[src/rtl/als_light_filter_pkg.sv]
// Shared constants for the ambient-light filter: frame field positions, zero-field mask,
// default hysteresis thresholds and the malformed-frame test.
package als_pkg;

    localparam int          ALS_CODE_W        = 8;
    localparam int          ALS_DATA_MSB      = 11;
    localparam int          ALS_DATA_LSB      = 4;
    localparam logic [15:0] ALS_ZERO_MASK     = 16'hF00F;
    localparam logic [7:0]  ALS_THRESH_HI_DEF = 8'd160;
    localparam logic [7:0]  ALS_THRESH_LO_DEF = 8'd96;

    // A well-formed frame carries zeros outside the light-code field
    function automatic logic alsFrameBad(input logic [15:0] frame);
        return |(frame & ALS_ZERO_MASK);
    endfunction

endpackage

[src/rtl/als_light_filter_moving_avg.sv]
// Moving-average window over the last 2^LOG2_DEPTH accepted light codes.
// The average and its valid flag are presented in the same cycle as the accepted sample.
module als_moving_avg
    import als_pkg::*;
#(
    parameter int LOG2_DEPTH = 3
) (
    input  logic                  clock,
    input  logic                  reset_n,
    input  logic                  in_valid,
    input  logic [ALS_CODE_W-1:0] in_data,
    output logic [ALS_CODE_W-1:0] avg,
    output logic                  avg_valid
);

    localparam int                  DEPTH     = 1 << LOG2_DEPTH;
    localparam int                  SUM_W     = ALS_CODE_W + LOG2_DEPTH;
    localparam logic [LOG2_DEPTH:0] FILL_FULL = {1'b1, {LOG2_DEPTH{1'b0}}};
    localparam logic [LOG2_DEPTH:0] FILL_LAST = {1'b0, {LOG2_DEPTH{1'b1}}};

    logic [ALS_CODE_W-1:0] r_buffer [DEPTH];
    logic [LOG2_DEPTH-1:0] r_wptr;
    logic [SUM_W-1:0]      r_sum;
    logic [LOG2_DEPTH:0]   r_fill;
    logic [ALS_CODE_W-1:0] w_oldest;
    logic [SUM_W-1:0]      w_nextSum;

    // The sum always contains the oldest entry, so subtracting it can never underflow
    assign w_oldest  = r_buffer[r_wptr];
    assign w_nextSum = r_sum + SUM_W'(in_data) - SUM_W'(w_oldest);
    assign avg       = ALS_CODE_W'(w_nextSum >> LOG2_DEPTH);
    assign avg_valid = in_valid && (r_fill >= FILL_LAST);

    always_ff @(posedge clock or negedge reset_n) begin
        if (!reset_n) begin
            for (int i = 0; i < DEPTH; i++) begin
                r_buffer[i] <= '0;
            end
            r_wptr <= '0;
            r_sum  <= '0;
            r_fill <= '0;
        end else if (in_valid) begin
            r_buffer[r_wptr] <= in_data;
            r_sum            <= w_nextSum;
            r_wptr           <= r_wptr + LOG2_DEPTH'(1);
            if (r_fill != FILL_FULL) begin
                r_fill <= r_fill + (LOG2_DEPTH + 1)'(1);
            end
        end
    end

endmodule

[src/rtl/als_light_filter.sv]
// Samples the SPI receiver's frame mid-period, averages the light code and drives a hysteresis flag.
// Define ALS_FRAME_CHECK_EN to discard malformed frames and count them in err_cnt.
module als_light_filter
    import als_pkg::*;
#(
    parameter int         CNT_W      = 22,
    parameter int         LOG2_DEPTH = 3,
    parameter logic [7:0] THRESH_HI  = ALS_THRESH_HI_DEF,
    parameter logic [7:0] THRESH_LO  = ALS_THRESH_LO_DEF
) (
    input  logic        clock,
    input  logic        reset_n,
    input  logic [15:0] value_in,
    output logic [7:0]  light,
    output logic        light_valid,
    output logic        bright,
    output logic        frame_err,
    output logic [7:0]  err_cnt
);

    // Mid-period tick keeps sampling far from the upstream update at its counter wrap
    localparam logic [CNT_W-1:0] TICK_AT = {1'b1, {(CNT_W - 1){1'b0}}};

    logic [CNT_W-1:0]      r_timer;
    logic [15:0]           r_capture;
    logic                  r_sampleValid;
    logic [ALS_CODE_W-1:0] r_light;
    logic                  r_lightValid;
    logic                  r_bright;
    logic                  w_tick;
    logic                  w_frameBad;
    logic                  w_accept;
    logic [ALS_CODE_W-1:0] w_avg;
    logic                  w_avgValid;

    assign w_tick = (r_timer == TICK_AT);

    always_ff @(posedge clock or negedge reset_n) begin
        if (!reset_n) begin
            r_timer       <= '0;
            r_capture     <= '0;
            r_sampleValid <= 1'b0;
        end else begin
            r_timer       <= r_timer + CNT_W'(1);
            r_sampleValid <= w_tick;
            if (w_tick) begin
                r_capture <= value_in;
            end
        end
    end

`ifdef ALS_FRAME_CHECK_EN
    logic [7:0] r_errCnt;

    assign w_frameBad = alsFrameBad(r_capture);
    assign frame_err  = r_sampleValid & w_frameBad;
    assign err_cnt    = r_errCnt;

    always_ff @(posedge clock or negedge reset_n) begin
        if (!reset_n) begin
            r_errCnt <= '0;
        end else if (frame_err && (r_errCnt != 8'hFF)) begin
            r_errCnt <= r_errCnt + 8'd1;
        end
    end
`else
    logic w_unusedBits;

    assign w_frameBad   = 1'b0;
    assign w_unusedBits = ^{r_capture[15:12], r_capture[3:0]};
    assign frame_err    = 1'b0;
    assign err_cnt      = '0;
`endif

    assign w_accept = r_sampleValid & ~w_frameBad;

    als_moving_avg #(
        .LOG2_DEPTH(LOG2_DEPTH)
    ) u_movingAvg (
        .clock    (clock),
        .reset_n  (reset_n),
        .in_valid (w_accept),
        .in_data  (r_capture[ALS_DATA_MSB:ALS_DATA_LSB]),
        .avg      (w_avg),
        .avg_valid(w_avgValid)
    );

    // Between the two thresholds the flag keeps its previous value
    always_ff @(posedge clock or negedge reset_n) begin
        if (!reset_n) begin
            r_light      <= '0;
            r_lightValid <= 1'b0;
            r_bright     <= 1'b0;
        end else begin
            r_lightValid <= w_avgValid;
            if (w_avgValid) begin
                r_light <= w_avg;
                if (w_avg >= THRESH_HI) begin
                    r_bright <= 1'b1;
                end else if (w_avg <= THRESH_LO) begin
                    r_bright <= 1'b0;
                end
            end
        end
    end

    assign light       = r_light;
    assign light_valid = r_lightValid;
    assign bright      = r_bright;

endmodule

[config.mk]
export PLATFORM = sky130hd
export DESIGN_NAME = als_light_filter
export DESIGN_NICKNAME = d
export VERILOG_FILES = /design/src/rtl/als_light_filter_pkg.sv /design/src/rtl/als_light_filter_moving_avg.sv /design/src/rtl/als_light_filter.sv
export SDC_FILE = /design/constraint.sdc
export NUM_CORES = 1
export LEC_CHECK = 0
export ABC_CLOCK_PERIOD_IN_PS = 6010
export BUFFER_PORTS_ARGS = -buffer_cell sky130_fd_sc_hd__buf_2
export CORE_ASPECT_RATIO = 1.25
export CORE_MARGIN = 3
export CORE_UTILIZATION = 55
export DETAILED_ROUTE_END_ITERATION = 7
export MAX_ROUTING_LAYER = met4
export PLACE_DENSITY = 0.73
export SYNTH_ARGS = -nofsm -noshare
export SYNTH_HDL_FRONTEND = slang
export SYNTH_HIERARCHICAL = 1
export SYNTH_SLANG_ARGS = --single-unit
[constraint.sdc]
create_clock -name clock -period 6.01 [get_ports clock]
set_input_delay 0 -clock clock [delete_from_list [all_inputs] [get_ports clock]]
set_output_delay 0 -clock clock [all_outputs]
set_load 0.05 [all_outputs]
### Word level (Yosys, flattened, before mapping)

Cells that the tools add are included.

| word-level totals | value |
|---|---|
| bits in registers | 127 |
| input bits | 18 |
| output and inout port bits | 19 |

| operators by class | value |
|---|---|
| $add $sub $neg | 5 |
| order comparisons | 5 |
| equal/unequal tests | 2 |
| multiplexer cells | 8 |
| bitwise logic cells | 1 |
| reductions and logical operators | 5 |

Operators with widths:

| kind | count |
|---|---|
| $bwmux 64 | 1 |
| $bmux 8 s3 | 1 |
| $demux 8 s3 | 1 |
| $mux 8 | 3 |
| $add 22x1->22 const B | 1 |
| $eq 22x22->1 const B | 1 |
| $add 11x8->11 | 1 |
| $sub 11x8->11 | 1 |
| $ge 8x8->1 const B | 1 |
| $le 8x7->1 const B | 1 |
| $add 4x1->4 const B | 1 |
| $ge 4x3->1 const B | 1 |
| $ge 4x4->1 const B | 1 |
| $lt 4x1->1 const B | 1 |
| $ne 4x4->1 const B | 1 |
| $not 3->4 | 1 |
| $reduce_and 2->1 | 2 |
| $add 3x1->3 const B | 1 |
| $logic_and 1x1->1 | 2 |
| $mux 1 | 2 |
| $reduce_bool 2->1 | 1 |

### Depth between registers and ports, before layout

Gate-level depths: netlist (run 1).

| depth | value |
|---|---|
| word-level depth | 8 |
| mapped depth | 17 |

### Cells and area by module

The synthesis (run 1) kept the hierarchy.

Modules (own cells, without submodules):

| module | instances | cells an instance | area each (sq um) | seq. area each (sq um) |
|---|---|---|---|---|
| als_moving_avg | 1 | 367 | 4376.7 | 2052.0 |
| als_light_filter | 1 | 151 | 1820.5 | 1026.0 |

### Least setup slack after synthesis (run 1)

Ideal clock, no wire load.

| timing path | value |
|---|---|
| kind | reg-to-reg |
| start point | register u_movingAvg.r_wptr[1] |
| end point | register r_bright, in the netlist bright |
| setup time | 0.126 ns |
| data arrival time | 4.112 ns |
| setup slack | 1.772 ns |
| stages on the path, launching flop included | 16 |
| buffers on the path | 3 |
| period minus slack after synthesis | 4.238 ns |
| cell sequence | dfrtp_1 buf_2 buf_2 mux4_2 mux2_2 fa_1 inv_1 fa_1 a21o_1 a221oi_2 o21ai_1 xnor2_1 xnor2_1 buf_4 a32o_1 a221o_1 |

| on the way | value |
|---|---|
| cells in the longest elaborated chain, start to end | 8 |
| elaborated cells between the ends (all ways) | 10 |

RTL lines:

| element | RTL line | source |
|---|---|---|
| start: declaration | als_light_filter_moving_avg.sv:22 | `logic [LOG2_DEPTH-1:0] r_wptr;` |
| start signal: assignment | als_light_filter_moving_avg.sv:45 | `r_wptr <= r_wptr + LOG2_DEPTH'(1);` |
| $not 3->4 (implied by the code) (*) | als_light_filter_moving_avg.sv:29 | `assign w_oldest = r_buffer[r_wptr];` |
| $bmux 8 s3 (*) | als_light_filter_moving_avg.sv:29 |  |
| $mux 8 (implied by the code) (*) (2 in a row) | als_light_filter_moving_avg.sv:29 |  |
| $sub 11x8->11 (*) | als_light_filter_moving_avg.sv:30 | `assign w_nextSum = r_sum + SUM_W'(in_data) - SUM_W'(w_oldest);` |
| named net u_movingAvg.w_nextSum[10] | als_light_filter_moving_avg.sv:26 | `logic [SUM_W-1:0] w_nextSum;` |
| $ge 8x8->1 / $le 8x7->1 (equally long branches) | als_light_filter.sv:98, als_light_filter.sv:100 |  |
| $reduce_bool 2->1 (no line) | - |  |
| $reduce_and 2->1 (no line) | - |  |
| end signal: assignment | als_light_filter.sv:93 | `r_bright <= 1'b0;` |
| end signal: assignment | als_light_filter.sv:99 | `r_bright <= 1'b1;` |
| end signal: assignment | als_light_filter.sv:101 | `r_bright <= 1'b0;` |
| end: declaration | als_light_filter.sv:29 | `logic r_bright;` |

The timed path passes the listed nets; every way through them passes the cells marked *. The select of a mux whose other input is x is not followed.
A chain may end at the register's enable or synchronous reset.

### Worst setup path after layout (run 1)

| timing path | value |
|---|---|
| start point | register u_movingAvg.r_wptr[0] |
| end point | register r_bright, in the netlist bright |

| on the way | value |
|---|---|
| cells in the longest elaborated chain, start to end | 8 |
| elaborated cells between the ends (all ways) | 10 |

RTL lines:

| element | RTL line | source |
|---|---|---|
| $not 3->4 (implied by the code) (*) | als_light_filter_moving_avg.sv:29 |  |
| $bmux 8 s3 (*) | als_light_filter_moving_avg.sv:29 |  |
| $mux 8 (implied by the code) (*) (2 in a row) | als_light_filter_moving_avg.sv:29 |  |
| $sub 11x8->11 (*) | als_light_filter_moving_avg.sv:30 |  |
| named net w_avg[7] | als_light_filter.sv:33 | `logic [ALS_CODE_W-1:0] w_avg;` |
| $ge 8x8->1 / $le 8x7->1 (equally long branches) | als_light_filter.sv:98, als_light_filter.sv:100 |  |
| $reduce_bool 2->1 (no line) | - |  |
| $reduce_and 2->1 (no line) | - |  |

Marked as above.

==> results of run 1 <==
worst max-delay path, cell delays in order (launching register included):
cell      delay (ns)
dfrtp_1         1.04
mux4_2          0.62
mux2_2          0.30
fa_1            0.48
inv_1           0.07
fa_1            0.46
a21o_1          0.22
a221oi_2        0.45
o21ai_1         0.17
xnor2_1         0.16
xnor2_1         0.16
a32o_1          0.22
a221o_1         0.33
power breakdown:
part | internal [uW] | total (uW) | switching (uW)
registers | 829 | 829 | 0
logic | 6.42 | 35.1 | 28.7
clock network | 663 | 1040 | 373
total | 1500 | 1900 | 402
flip-flops by register name, summed over array words and instances (netlist names), 3 cells and up:
register,count
r_timer,22
u_movingAvg/r_wptr,3
light,8
r_capture,8
u_movingAvg/r_buffer,64
u_movingAvg/r_fill,4
u_movingAvg/r_sum,11
layout make-up:
cell class	instances	area, um2
fill	784	3750
sequential	123	3080
multi-input combinational	331	2800
clock buffer	18	439
timing repair buffer	33	225
clock inverter	14	170
tap	132	165
inverter	40	150
layer usage:
metal,vias up,GRT usage [%],part of all wire [%]
met3,18,4.93,3.8
met4,0,7.67,1.9
li1,1834,-,-
met2,84,31.6,51
met1,1987,26.6,44
met5,-,-,0
layout by cell type, fill, tap and decap left out, types with 3 or more instances in the layout:
master / n
dfrtp_1: 123
mux2_2: 59
nand2_1: 57
inv_1: 40
o21ai_0: 36
xnor2_1: 19
buf_2: 18
clkbuf_16: 17
ha_1: 16
mux4_2: 16
xor2_1: 14
nand3_1: 10
a21oi_1: 10
nor3_1: 9
conb_1: 9
dlygate4sd3_1: 9
nor2_1: 8
fa_1: 8
nand4_1: 7
a21o_1: 6
buf_4: 6
and2_1: 4
nor4_1: 4
clkinvlp_4: 4
mux2_1: 4
and3_1: 3
nor3_4: 3
clkinv_2: 3
bufinv_16: 3
or3_1: 3
nand4b_1: 3
through the flow:
stage / utilization [%] / setup WS, ns
finish: 65.2 / 1.22
global route: 65.2 / 0.879
CTS: 65.2 / 1.11
detailed placement: 58.7 / 1.15
global placement: 58.7 / 1.17
floorplan: - / 1.77
final timing paths:
kind	cells after the start	to
worst min register to register	1	r_timer[21]
worst max-delay path	12	bright
worst min-delay path	2	u_movingAvg/r_sum[1]
max in group asynchronous	3	u_movingAvg/r_buffer[60]
min in group clock	3	r_capture[10]
worst max register to register	12	bright
kinds of logic (layout without fill, tap and decap cells):
kind of cell	after synthesis	count (layout)	synth area share, %
simple gates	121	121	10.5
xor+xnor	33	33	4.66
other cells	1	9	0.0605
compound gates	64	64	6.16
flops	123	123	49.7
fa+ha+maj	24	24	5.81
buf+inv	72	105	5.65
mux	80	80	17.5
==> flow_metrics.env, run 1 <==
export IMPL_status="completed"
export IMPL_yosysSeqAreaShare_pct=49.7
export IMPL_place_area_um2=6330
export IMPL_synth_cells=518
export IMPL_fmax_mhz=209
export IMPL_synthTopCellsByCount="123 x dfrtp_1, 59 x mux2_2, 57 x nand2_1"
export IMPL_worstSetupPathType="flip-flop to flip-flop"
export IMPL_post_route_drc_count=0
export IMPL_post_cts_buffers=0
export IMPL_clk_path_buf_depth=2
export IMPL_h_tree_depth=4
export IMPL_ys_ff_latch=123
export IMPL_finalSetupViolations=0
export IMPL_cp_required_ns=6.31
export IMPL_crit_path_end_kind="flip-flop"
export IMPL_yosysTopAreaCell="dfrtp_1"
export IMPL_die_w_um=101
export IMPL_grt_usage_pct=20.6
export IMPL_cts_clk_slew_worst_paths_ns=0.06
export IMPL_portBuffers=19
export IMPL_synth_area_per_cell_um2=12.0
export IMPL_finalCriticalPeriod_ns=4.79
export IMPL_ctsHoldBuffers=9
export IMPL_ff2ff_setup_slack_ns=1.22
export IMPL_routedWlPerCell_um=16.8
export IMPL_synth_area_leaders="dfrtp_1 50%, mux2_2 11%, mux4_2 5.8%"
export IMPL_stdcell_count=691
export IMPL_nNetsFinal=588
export IMPL_p_total_uw=1900
export IMPL_fin_worst_skew_ns=0.0132
export IMPL_initial_core_util_pct=57.5
export IMPL_max_slew_margin_rel_pct=28.7
export IMPL_cts_sinks=123
export IMPL_antenna_found_initial=0
export IMPL_yosysUniqueCellTypes=47
export IMPL_antenna_cells=0
export IMPL_async_flop_share_pct=100
export IMPL_r2r_start="u_movingAvg/r_wptr[0]"
export IMPL_cap_violations=0
export IMPL_synth_warnings=6
export IMPL_vias=3923
export IMPL_num_rows=42
export IMPL_ir_worst_vdd_v=0.000202
export IMPL_setup_tns_ns=0
export IMPL_hold_violations=0
export IMPL_yosys_cell_count_top_type="dfrtp_1"
export IMPL_finalMaxSlewViolations=0
export IMPL_dp_cells=650
export IMPL_routed_wl_um=11600
export IMPL_layout_area_overhead_vs_synth_pct=13.4
export IMPL_rsz0062_at_grt="false"
export IMPL_cp_max_fo=18
export IMPL_grt_pass1_wl_um=19500
export IMPL_arrival_ns=5.10
export IMPL_core_um2=10800
export IMPL_cp_start_kind="flip-flop"
export IMPL_tightest_slew_ns=1.07
export IMPL_leakage_uw=0.00336
export IMPL_drive_above_1_share_pct=25.2
export IMPL_grt_pass1_vias=3962
export IMPL_drt_iter0_drc=328
export IMPL_worst_skew_pair_late_latency_ns=0.42
export IMPL_synth_main_ff_cell="dfrtp_1"
export IMPL_via_per_inst=5.68
export IMPL_ios=37
export IMPL_grt_start_max_net_pins=88
export IMPL_yosysTopAreaCellShare_pct=49.7
export IMPL_holdCritPathClass="input port to asynchronous set/reset pin"
export IMPL_post_cts_resized=0
export IMPL_cts_buffers=17
export IMPL_finish_instance_area_um2=7030
export IMPL_drt_antenna_violating_nets=0
export IMPL_finalCritPeriodShare_pct=79.8
export IMPL_dieArea_um2=12600
export IMPL_holdWs_ns=0.0811
export IMPL_pwr_density_cell_nw_per_um2=270
export IMPL_cts_root_buffer="clkbuf_16"
export IMPL_place_congestion=0.803
export IMPL_dp_hpwl_um=7420
export IMPL_crit_path_start="u_movingAvg/r_wptr[0]"
export IMPL_grt_ovfl_total=0
export IMPL_synth_edf_count=0
export IMPL_synth_cell_area_um2=6200
export IMPL_drtPass1Iterations=5
export IMPL_cts_tree="built"
export IMPL_die_h_um=125
Power figures use the tool's default switching activity.
==> run 2: changes to the inputs <==
ABC_CLOCK_PERIOD_IN_PS = 4520   (was 6010)
clock period = 4.52 ns   (was 6.01 ns; I/O delays follow)
==> flow_metrics.env, run 2 (synthesis gave the netlist of run 1 again) <==
export IMPL_holdCritPathClass="input port to asynchronous set/reset pin"
export IMPL_ir_worst_vdd_v=0.000310
export IMPL_stdcell_count=691
export IMPL_grt_busiest_layer="met2"
export IMPL_max_slew_margin_rel_pct=39.5
export IMPL_worstSetupPathType="flip-flop to flip-flop"
export IMPL_grt_pass1_wl_um=20100
export IMPL_finalCriticalPeriod_ns=4.27
export IMPL_finalSetupViolations=0
export IMPL_worst_skew_pair_late_latency_ns=0.40
export IMPL_leakage_uw=0.00337
export IMPL_gr_usage_met3_pct=5.27
export IMPL_nNetsFinal=589
export IMPL_grt_start_max_net_pins=74
export IMPL_critPathBufInv=2
export IMPL_portBuffers=19
export IMPL_ff2ff_path_depth=15
export IMPL_antenna_found_initial=0
export IMPL_cp_required_ns=4.80
export IMPL_critPathSlowestCell="mux4_2"
export IMPL_tightest_slew_ns=0.906
export IMPL_post_cts_buffers=0
export IMPL_final_cell_mix="121 x dfrtp_1, 59 x mux2_2, 57 x nand2_1"
export IMPL_antenna_cells=0
export IMPL_finalWorstSetupSlack_ns=0.251
export IMPL_cp_max_fo=18
export IMPL_drive_above_1_share_pct=25.2
export IMPL_arrival_ns=4.55
export IMPL_largest_register="u_movingAvg/r_buffer"
export IMPL_hold_violations=0
export IMPL_vias=3880
export IMPL_die_h_um=125
export IMPL_cts_root_buffer="clkbuf_16"
export IMPL_clk_path_buf_depth=2
export IMPL_layout_commonest_cell="dfrtp_1"
export IMPL_crit_chain="buf_12 -> mux4_2 -> mux2_2 -> fa_1 -> inv_1 -> ha_1 -> a21o_1 -> a21oi_1 -> a21oi_1 -> or3_1 -> and2_1 -> nor2_1 -> nand2_1 -> a32o_1 -> a221o_1"
export IMPL_dp_cells=651
export IMPL_via_per_inst=5.62
export IMPL_grt_usage_pct=21.0
export IMPL_drtPass1Iterations=4
export IMPL_finalMaxSlewViolations=0
export IMPL_met2_usage_pct=33.0
export IMPL_crit_path_end_kind="flip-flop"
export IMPL_cts_sinks=123
export IMPL_drt_antenna_violating_nets=0
export IMPL_cts_buffers=17
export IMPL_dp_hpwl_um=7700
export IMPL_crit_path_max_incr_delay_ns=0.51
export IMPL_largest_register_ffs=64
export IMPL_crit_cells=15
export IMPL_drt_iter0_drc=253
export IMPL_top_regs="u_movingAvg/r_buffer (64), r_timer (22), u_movingAvg/r_sum (11)"
export IMPL_status="completed"
export IMPL_pwr_density_cell_nw_per_um2=352
export IMPL_grt_ovfl_total=0
export IMPL_fin_worst_skew_ns=0.00657
export IMPL_holdWs_ns=0.273
export IMPL_ios=37
export IMPL_p_total_uw=2480
export IMPL_routed_wl_um=11800
export IMPL_cap_violations=0
export IMPL_fmax_mhz=234
export IMPL_layout_area_overhead_vs_synth_pct=13.4
export IMPL_num_rows=42
export IMPL_die_w_um=101
export IMPL_cts_clk_slew_worst_paths_ns=0.05
export IMPL_post_route_drc_count=0
export IMPL_core_um2=10800
export IMPL_setup_tns_ns=0
export IMPL_grt_util_met1_pct=27.1
export IMPL_h_tree_depth=4
export IMPL_dieArea_um2=12600
export IMPL_cts_tree="built"
export IMPL_rsz0062_at_grt="false"
export IMPL_finalCritPeriodShare_pct=94.5
export IMPL_path_delay_family="compound AO/OA/AOI/OAI gates"
export IMPL_cp_common_cell="a21oi_1"
export IMPL_grt_pass1_vias=4078
export IMPL_routedWlPerCell_um=17.1
export IMPL_cp_start_kind="flip-flop"
export IMPL_dpl_worst_slack_ns=0.270
export IMPL_initial_core_util_pct=57.5
export IMPL_place_congestion=0.823
[run 2: final cells by class]
type | count | area [um2]
clock inverter | 7 | 87.6
multi-input combinational | 331 | 2800
timing repair buffer | 34 | 245
fill | 805 | 3740
sequential | 123 | 3080
inverter | 40 | 150
tap | 132 | 165
clock buffer | 24 | 502
[run 2: stage by stage]
stage / area, um2 / utilization, %
after floorplan: 6230 / -
after global placement: 6350 / 58.9
after detailed placement: 6350 / 58.9
after CTS: 7030 / 65.2
after global routing: 7030 / 65.2
final: 7030 / 65.2
[run 2: report_power, final]
part / switching [uW] / total [uW] / internal [uW]
Sequential: 0 / 1100 / 1100
Clock: 449 / 1330 / 877
Combinational: 38.1 / 46.6 / 8.56
Total: 487 / 2480 / 1990
[run 2: timing repair]
item	4_1_cts	5_1_grt
setup endpoints to repair	0	1
endpoints found under the hold margin	80	0
gates resized for setup	0	2
hold buffers	9	0
[run 2: path summary, 6_finish.rpt]
| kind | startpoint | to | slack (ns) |
|---|---|---|---|
| setup / recovery | u_movingAvg/r_wptr[0] | bright | 0.25 |
| hold / removal | reset_n | u_movingAvg/r_sum[3] | 0.27 |
| setup reg to reg | u_movingAvg/r_wptr[0] | bright | 0.25 |
| hold reg to reg | r_timer[21] | r_timer[21] | 0.48 |
| max in group asynchronous | reset_n | u_movingAvg/r_wptr[1] | 3.05 |
| min in group clock | value_in[7] | r_capture[7] | 0.36 |
[run 2: worst reg2reg max path: stages, from the launching register on]
cell and delay (ns):
dfrtp_1 0.39, buf_12 0.18, mux4_2 0.52, mux2_2 0.31, fa_1 0.49, inv_1 0.05, ha_1 0.37, a21o_1 0.20
a21oi_1 0.24, a21oi_1 0.13, or3_1 0.34, and2_1 0.19, nor2_1 0.09, nand2_1 0.05, a32o_1 0.26, a221o_1 0.34
[run 2: per-layer routing]
metal | wire, um | part of all wire (%)
met5 | 0 | 0
met1 | 5060 | 43
met3 | 530 | 4.5
met2 | 6010 | 51
met4 | 185 | 1.6
